===== src/rtl/fetch_stage.sv =====
// Fetch stage: holds the fetch PC, issues one aligned block request at a time
// to the I-cache, and pushes up to PUSH_WIDTH instructions per cycle into the
// instruction buffer. Prediction is sequential only (NPC = PC + 4).
//
// new_ib_entry packs PUSH_WIDTH entries of 97 bits each. Entry i occupies
// bits [97*i+96 : 97*i], laid out as {inst[31:0], pc[31:0], npc[31:0], valid}.
module fetch_stage #(
    parameter int          PUSH_WIDTH = 4,
    parameter logic [31:0] RESET_PC   = 32'h0
) (
    input  logic                              clock,
    input  logic                              reset,
    input  logic                              flush,
    input  logic [31:0]                       redirect_pc,
    input  logic [$clog2(PUSH_WIDTH+1)-1:0]   available_slots,
    output logic                              icache_req_valid,
    output logic [31:0]                       icache_req_addr,
    input  logic                              icache_req_ready,
    input  logic                              icache_resp_valid,
    input  logic [32*PUSH_WIDTH-1:0]          icache_resp_data,
    output logic [$clog2(PUSH_WIDTH+1)-1:0]   num_pushes,
    output logic [97*PUSH_WIDTH-1:0]          new_ib_entry,
    output logic [31:0]                       fetch_pc
);

    localparam int CW      = $clog2(PUSH_WIDTH + 1);
    localparam int IW      = $clog2(PUSH_WIDTH);
    localparam int ENTRY_W = 97;

    typedef enum logic [1:0] {
        REQ,
        WAIT,
        DELIVER,
        DROP
    } state_t;

    state_t                       state;
    logic [31:0]                  pc;
    logic [PUSH_WIDTH-1:0][31:0]  block;

    logic [IW-1:0]                idx;
    logic [CW-1:0]                remaining;
    logic [CW-1:0]                push_count;
    logic                         deliver_active;

    // Work out how many instructions can leave the held block this cycle
    always_comb begin
        idx            = pc[IW+1:2];
        remaining      = CW'(PUSH_WIDTH) - CW'(idx);
        push_count     = (available_slots < remaining) ? available_slots : remaining;
        deliver_active = (state == DELIVER) && !flush && !reset;
    end

    // Drive request and push outputs; flush and reset suppress every handshake
    always_comb begin
        icache_req_valid = (state == REQ) && !flush && !reset;
        icache_req_addr  = {pc[31:IW+2], {(IW+2){1'b0}}};
        num_pushes       = deliver_active ? push_count : '0;
        fetch_pc         = pc;
        new_ib_entry     = '0;
        for (int i = 0; i < PUSH_WIDTH; i++) begin
            if (deliver_active && (CW'(i) < push_count)) begin
                new_ib_entry[ENTRY_W*i +: ENTRY_W] = {block[idx + IW'(i)],
                                                      pc + 32'(4*i),
                                                      pc + 32'(4*i) + 32'd4,
                                                      1'b1};
            end
        end
    end

    // Sequence requests, responses and deliveries; flush overrides everything
    always_ff @(posedge clock) begin
        if (reset) begin
            state <= REQ;
            pc    <= RESET_PC;
            block <= '0;
        end else if (flush) begin
            pc <= redirect_pc;
            unique case (state)
                WAIT:    state <= icache_resp_valid ? REQ : DROP;
                DROP:    state <= icache_resp_valid ? REQ : DROP;
                default: state <= REQ;
            endcase
        end else begin
            unique case (state)
                REQ: begin
                    if (icache_req_ready) begin
                        state <= WAIT;
                    end
                end
                WAIT: begin
                    if (icache_resp_valid) begin
                        block <= icache_resp_data;
                        state <= DELIVER;
                    end
                end
                DELIVER: begin
                    pc <= pc + 32'({push_count, 2'b00});
                    if (push_count == remaining) begin
                        state <= REQ;
                    end
                end
                DROP: begin
                    if (icache_resp_valid) begin
                        state <= REQ;
                    end
                end
                default: state <= REQ;
            endcase
        end
    end

endmodule


===== config.mk =====
export PLATFORM = sky130hd
export DESIGN_NAME = fetch_stage
export DESIGN_NICKNAME = d
export VERILOG_FILES = /design/src/rtl/fetch_stage.sv
export SDC_FILE = /design/constraint.sdc
export NUM_CORES = 1
export LEC_CHECK = 0
export ABC_AREA = 0
export BUFFER_PORTS_ARGS = -buffer_cell sky130_fd_sc_hd__buf_2
export CAP_MARGIN = 20
export CORE_AREA = 2 2 245 247
export DETAILED_ROUTE_END_ITERATION = 12
export DIE_AREA = 0 0 247 249
export GPL_ROUTABILITY_DRIVEN = 0
export PLACE_DENSITY_LB_ADDON = 0.12
export SYNTH_ARGS = -nofsm -noshare
export SYNTH_HDL_FRONTEND = slang
export SYNTH_SLANG_ARGS = --single-unit

===== constraint.sdc =====
create_clock -name clock -period 5.4 [get_ports clock]
set_clock_uncertainty 0.2 [all_clocks]
set_input_delay 0.54 -clock clock [delete_from_list [all_inputs] [get_ports clock]]
set_output_delay 0.54 -clock clock [all_outputs]
set_load 0.01 [all_outputs]

[Word-level counts from Yosys, hierarchy flattened]
Cells that the tools add are included.
Widths: inputs -> output; s select.
Word-level totals
  register bits: 162
  bits of input ports: 168
  output and inout port bits: 456
  logic and storage cells: 74
Cells by class
  $add $sub $neg: 11
  $lt $le $gt $ge: 9
  eq/ne operators: 8
  muxes and demuxes: 24
  bitwise operators: 1
  reductions and logical operators: 15
Operators with widths (number)
  $mux 97: 4
  $bmux 32 s2: 4
  $mux 32: 6
  $add 32x3->32 const B: 4
  $add 32x4->32 const B: 2
  $add 32x5->32: 1
  $mux 2: 7
  $lt 2x3->1 const B: 4
  $ne 3x3->1 const B: 3
  $logic_and 1x1->1: 8
  $pmux 2 s4: 1
  $lt 1x3->1 const A: 2
  $lt 2x3->1 const A: 2
  $mux 3: 2
  $add 2x2->2 const B: 2
  $eq 2x2->1 const B: 2
  $reduce_and 4->1: 1
  $eq 3x3->1: 1
  $lt 3x3->1: 1
  $ne 3x2->1 const B: 1
  $reduce_and 3->1: 1
  $sub 3x2->3 const A: 1
  $add 2x1->2 const B: 1
  $eq 2x1->1 const B: 1
  5 further kinds: 6

[Logic depth before layout (Yosys ltp)]
Gate-level depths: netlist (run 1).
  depth after elaboration: 7
  gate-level depth with buffers: 23
  gate-level depth less buffers: 19

[Least setup slack after synthesis (run 1)]
Ideal clock, no wire load.
  path kind: register to register
  start point: register pc[3], in the netlist fetch_pc[3]
  end point: register pc[28], in the netlist fetch_pc[28]
  setup time: 86 ps
  data arrival time: 5289 ps
  data required time: 5114 ps
  slack: -175 ps
  cell stages (with the launch flop): 24
  path buffers: 4
  clock period less this slack: 5575 ps
  path through: dfxtp_1 clkbuf_1 clkbuf_1 buf_1 inv_1 ha_1 clkbuf_1 inv_1 ha_1 a21o_1 a21oi_1 mux2i_1 inv_1 ha_1 inv_1 fa_1 nor2b_1 o211ai_1 nor4_1 nand3_1 nor2_1 nand2_1 xor2_1 a211oi_1
Between the ends
  cells in the longest elaborated chain, start to end: 6
Ends and longest elaborated chain
  start: declaration: RTL line 38  | logic [31:0] pc;
  start signal: assignment: RTL line 78  | pc <= redirect_pc;
  start signal: assignment: RTL line 98  | pc <= pc + 32'({push_count, 2'b00});
  $sub 3x2->3: RTL line 49  | remaining = CW'(PUSH_WIDTH) - CW'(idx);
  $lt 3x3->1: RTL line 50  | push_count = (available_slots < remaining) ? available_slots : remaining;
  $mux 3: RTL line 50
  $add 32x5->32 *: RTL line 98
  $mux 32 *: RTL line 85  | unique case (state)
  $mux 32 *: RTL line 77  | end else if (flush) begin
Mark *: on every way between the ends. The rest lies on a longest branch, timed or not. The select of a mux whose other input is x is not followed.
A chain may end at the register's enable or synchronous reset.

[Worst setup path in the final report (run 1)]
  start point: register pc[2], in the netlist fetch_pc[2]
  end point: output new_ib_entry[129]
Between the ends
  cells in the longest elaborated chain, start to end: 6
  elaborated cells on any way between the ends: 8
  those cells by class: add/sub (3); order compare (2); mux (2); reduce/logical (1)
Ends and longest elaborated chain
  branches (longest 5 deep; another with $add 32x3->32)
  $mux 97 *: RTL line 62  | if (deliver_active && (CW'(i) < push_count)) begin
  end: declaration: RTL line 22  | output logic [97*PUSH_WIDTH-1:0] new_ib_entry,
Every way passes the cells marked *.

==> flow_summary.ini, run 1 <==
[run_status]
status = complete, no violations

[pwr]
p_total_mw = 3.18
p_per_area_mw_per_mm2 = 164
ir_drop_mv = 0.224
p_leak_nw = 8.02

[drt]
initialDrtViolationCount = 997
num_vias = 16100
routed_wl_mm = 71.2
drc_errors = 0
antenna_left = 0
dr.pass1.iters = 5
wl_per_cell_um = 22.3
viasPerCell = 5.04

[cells_and_area]
register_area_mm2 = 0.00325
layout_commonest_cell = buf_2
postLayoutCoreUtil_pct = 33.0
multiInputGateArea_mm2 = 0.0109
layout.nets = 2585
area_growth_syn_to_layout_pct = 27.5
final_cell_mix = 618 x buf_2, 328 x nand2_1, 274 x nor2_1
n_fill_cell = 6326
drive_above_1_share_pct = 36.5

[setup_path]
r2r_start = fetch_pc[3]
critPathMaxStageDelay_ns = 0.57
crit_path_end = new_ib_entry[129]
critPathSlowestCell = or4_4
cpMostUsedCell = nand2_2
reg2reg_depth = 20
r2r_end = fetch_pc[24]
path_class = reg2out
critical_path_arrival_ns = 4.38
crit_required_ns = 4.66
reg2reg_slack_ns = 0.84
cp_max_fo = 17
path_delay_family = simple AND/OR/NAND/NOR gates
startpoint_type = flop
path_buf_inv = 2
end_kind = output port
worstSetupPathDepth = 11
path_cells = buf_4 > ha_1 > nand2_2 > xor2_1 > or4_4 > or4b_4 > nor3_4 > nand2_2 > o31a_1 > nor3_1 > buf_2
cp-startpoint = fetch_pc[2]

[clock_network]
root_buffer = clkbuf_16
postCtsSetupBuffers = 0
cts.path.max_buffers = 2
htree_levels = 4
cts_sinks = 162
clk_latency_ns = 0.46
clkTransAtPathRegs_ns = 0.07
cts_buffers = 17
cts_tree = yes

[logic_synthesis]
synth_seq_cells = 162
synth.area.mux_share_pct = 19.6
synthSimpleGateAreaFrac_pct = 32.6
synthXorXnorAreaFrac_pct = 10.4
synth_edf_count = 0
ys_warn_count = 0
seq_area_frac_synth_pct = 21.4
synth-compound-area-share_pct = 7.57
yosysUniqueCellTypes = 67
synth-adder-area-share_pct = 1.29
syn_inst = 1925
syn_area_per_cell_um2 = 7.88
ys.flop_type = dfxtp_1
ys_async_sr_fraction_pct = 0
syn_area_mm2 = 0.0152
synth_top_family_by_area = simple AND/OR/NAND/NOR gates

[floorplan]
num_io_pins = 624
start_util_pct = 25.9
core_mm2 = 0.0587
fp.dieW_um = 247
rows = 89
dieHeight_um = 249
die-area_mm2 = 0.0615

[sta]
maxSlewHeadroom_pct = 20.6
fin_crit_ns = 5.12
totalNegativeSetupSlack_ns = 0
fin_crit_sh_pct = 94.8
hold_viol = 0
setup_violations = 0
drv_slew = 0
fin_hold_ws_ns = 0.111
worst_pin_slew_ns = 1.19
fmax_ghz = 0.195
rsz0062_at_grt = no

[global_route]
grt_pass1_wl_mm = 105
grt_use_total_pct = 22.4
overflow = 0
antenna_found_initial = 12
grt_pass1_vias = 15900
grt_max_degree = 133

[placement]
numPortBuffers = 619
dp_hpwl_mm = 53.0

[run]
max_cap_viol_count = 0

[worst_hold_path]
min-delay-path-class = in2reg
[worst min-delay path by stage]
stage | cells past startpoint | slack [ns] | endpoint | startpoint
after floorplan | 2 | 0.26 | block[0] | block[0]
after CTS | 3 | 0.08 | block[114] | icache_resp_data[114]
after detailed placement | 2 | 0.29 | block[45] | block[45]
after global placement | 2 | 0.28 | block[41] | block[41]
after global routing | 3 | 0.09 | block[111] | icache_resp_data[111]
final | 3 | 0.11 | block[59] | icache_resp_data[59]
[layer usage]
metal,track usage [%],share of wire (%),vias up
met4,6.97,2.8,16
li1,-,-,7523
met2,39.8,51,576
met5,0,0.16,-
met3,6.02,7.3,94
met1,26.0,39,7861
[synthesized netlist by cell type (all sizes together), types with 2 or more instances]
cell type  number  area [µm²]
nand2         333        1260
nor2          277        1040
dfxtp         162        3240
a21oi         160         801
mux4          128        2880
clkbuf        123         462
nor2b         107         669
xor2           95         840
buf            90         564
xnor2          85         744
and2           45         282
and3           42         263
nor3           40         226
nor4           36         350
nand4          31         267
nand3          30         175
inv            16        60.1
o21ai          15        75.1
ha             14         175
or3            14        92.6
a211oi          9        67.6
nand2b          9        56.3
mux2i           6        60.1
nand3b          6        57.6
nand4b          6        67.6
o31ai           6        45.0
a21o            4        30.0
or4             4        37.5
mux2            3        33.8
nor3b           3        22.5
o211ai          3        22.5
a21boi          2        15.0
and3b           2        17.5
and4            2        17.5
nor4b           2        17.5
o31a            2        17.5
o41ai           2        17.5
[registers in the layout, summed over array words and instances, names as in the netlist]
signal	count
fetch_pc	32
block	128
state	2
[worst min-delay path: cells and delay by family]
kind,cells,cell delay (ns)
AO/OA/AOI/OAI,1,0.05
buffers and inverters,1,0.10
AND/OR/NAND/NOR,1,0.04
[cell type report]
class,instances,area share (%)
antenna,3,0.0388
clock inverter,10,0.653
tap,773,5.00
multi-input combinational,1537,56.6
clock buffer,20,2.36
inverter,16,0.310
sequential,162,16.8
timing repair buffer,668,18.3
[per-stage QoR]
stage / area, µm² / setup slack, ns / std cells
floorplan: 15200 / 0.0204 / 1928
global placement: 18700 / 0.750 / 3156
detailed placement: 18700 / 0.629 / 3156
CTS: 19300 / 0.118 / 3186
global route: 19300 / 0.0157 / 3188
finish: 19400 / 0.280 / 3189
[report_power, final]
part / switching, mW / internal [mW]
clock: 0.566 / 0.706
sequential: 0.0635 / 1.22
combinational: 0.368 / 0.249
[what timing repair did]
action                     4_1_cts  5_1_grt
hold buffers                     0        0
setup endpoints to repair        0       13
gates resized for setup          0        5
[cell families (layout without fill, tap and decap cells)]
family | count (synthesis) | count (layout)
multiplexers | 137 | 137
buffers and inverters | 229 | 714
flip-flops | 162 | 162
adder cells (fa/ha/maj) | 15 | 15
AND/OR/NAND/NOR | 991 | 991
AO/OA/AOI/OAI | 210 | 210
other | 1 | 7
XOR/XNOR | 180 | 180
No activity file was read; power rests on OpenSTA's default activity.
==> run 2: changes to the inputs <==
==> constraint.sdc (replaced) <==
create_clock -name clock -period 5.1 [get_ports clock]
set_clock_uncertainty 0.2 [all_clocks]
set_input_delay 0.51 -clock clock [delete_from_list [all_inputs] [get_ports clock]]
set_output_delay 0.51 -clock clock [all_outputs]
set_load 0.01 [all_outputs]
==> flow_summary.ini, run 2 (same netlist as run 1, synthesis figures left out) <==
[floorplan]
die-area_mm2 = 0.0615
num_io_pins = 624
rows = 89
start_util_pct = 25.9
core_mm2 = 0.0587
fp.dieW_um = 247
dieHeight_um = 249

[setup_path]
critical_path_arrival_ns = 4.27
crit_required_ns = 4.39
cp_max_fo = 8
reg2reg_slack_ns = 0.43
r2r_start = fetch_pc[3]
end_kind = output port
reg2reg_depth = 20
r2r_end = fetch_pc[28]
path_class = reg2out
startpoint_type = flop

[drt]
drc_errors = 0
num_vias = 16100
viasPerCell = 5.00
antenna_left = 0
routed_wl_mm = 71.5
initialDrtViolationCount = 854
dr.pass1.iters = 5
wl_per_cell_um = 22.3

[sta]
rsz0062_at_grt = no
fin_hold_ws_ns = 0.0779
setup_violations = 0
worst_pin_slew_ns = 1.08
totalNegativeSetupSlack_ns = 0
drv_slew = 0
maxSlewHeadroom_pct = 28.2
fin_crit_sh_pct = 97.7
fin_crit_ns = 4.98
fin_ws_ns = 0.117
hold_viol = 0
fmax_ghz = 0.201

[pwr]
p_per_area_mw_per_mm2 = 173
p_leak_nw = 8.11
switching_share_pct = 32.1
p_total_mw = 3.37
switchingPower_mw = 1.08
p_int_mw = 2.29
seq_power_share_pct = 40.2
ir_drop_mv = 0.245
power_frac_comb_pct = 19.7
power_frac_clock_pct = 40.1

[worst_hold_path]
min_to = block[49]
hold-path-cell-count = 3
min_from = icache_resp_data[49]
min-delay-path-class = in2reg

[clock_network]
cts_buffers = 17
clkTransAtPathRegs_ns = 0.08
cts.path.max_buffers = 2
htree_levels = 4
cts_tree = yes
cts_sinks = 162
clk_latency_ns = 0.46
root_buffer = clkbuf_16

[global_route]
grt_max_degree = 134
grt_use_total_pct = 22.4
grt_pass1_wl_mm = 104
grt_pass1_vias = 15900
antenna_found_initial = 16
overflow = 0

[cells_and_area]
largest_reg_flops = 128
final_cell_mix = 618 x buf_2, 327 x nand2_1, 273 x nor2_1
layout.nets = 2599
design_area_mm2 = 0.0195
regMostFlops = block
postLayoutCoreUtil_pct = 33.2
layout_commonest_cell = buf_2
drive_above_1_share_pct = 37.1
fin_cells = 3211
area_growth_syn_to_layout_pct = 28.5

[placement]
numPortBuffers = 619
dp_cells = 3169
dpl_worst_slack_ns = 0.479
dp_hpwl_mm = 53.6
placed_area_mm2 = 0.0188

[run_status]
status = complete, no violations

[run]
max_cap_viol_count = 0
[run 2: per-layer routing]
metal | up-vias | GRT usage [%] | routed length, µm
li1 | 7537 | - | -
met1 | 7816 | 26.8 | 29200
met4 | 10 | 7.75 | 2310
met5 | - | 0 | 57
met3 | 108 | 5.71 | 4880
met2 | 589 | 38.7 | 35000
[run 2: what timing repair did]
action | CTS | global route
setup endpoints to repair | 0 | 12
hold buffers | 0 | 0
buffers inserted | 0 | 1
gates resized for setup | 0 | 10
[run 2: power groups by stage]
stage	logic (mW)	clock network, mW	registers (mW)
5_1_grt	0.721	1.44	1.36
6_report	0.663	1.35	1.35
2_1_floorplan	0.445	0	1.36
3_5_place_dp	0.669	0	1.38
3_3_place_gp	0.668	0	1.38
4_1_cts	0.671	1.40	1.35
[run 2: cell type report]
class                   count  area [µm²]
fillers                  6353       39200
well taps                 773         967
diodes                      9        22.5
clock buffers              20         467
multi-input cells        1537       11000
repair buffers            682        3640
clock inverters            12         120
flip-flops and latches    162        3250
inverters                  16        60.1
[run 2: worst max path at each step]
stage                 from                 to  slack (ns)  cells past startpoint
6_report       fetch_pc[8]  new_ib_entry[323]        0.12                      9
5_1_grt        fetch_pc[9]  new_ib_entry[223]       0.007                      9
4_1_cts        fetch_pc[2]  new_ib_entry[126]        0.03                     11
3_5_place_dp   fetch_pc[3]       fetch_pc[28]        0.48                     20
3_3_place_gp   fetch_pc[3]       fetch_pc[28]        0.56                     20
2_1_floorplan  fetch_pc[3]       fetch_pc[28]       0.009                     23
[run 2: worst max-delay path, stage by stage (launching register included)]
cell and delay [ns]:
dfxtp_1 0.72, nand2_1 0.42, nor4_2 0.63, nand2_1 0.16
xor2_1 0.22, or4_4 0.55, or3_4 0.38, nor4_4 0.23
mux2_1 0.34, buf_2 0.15
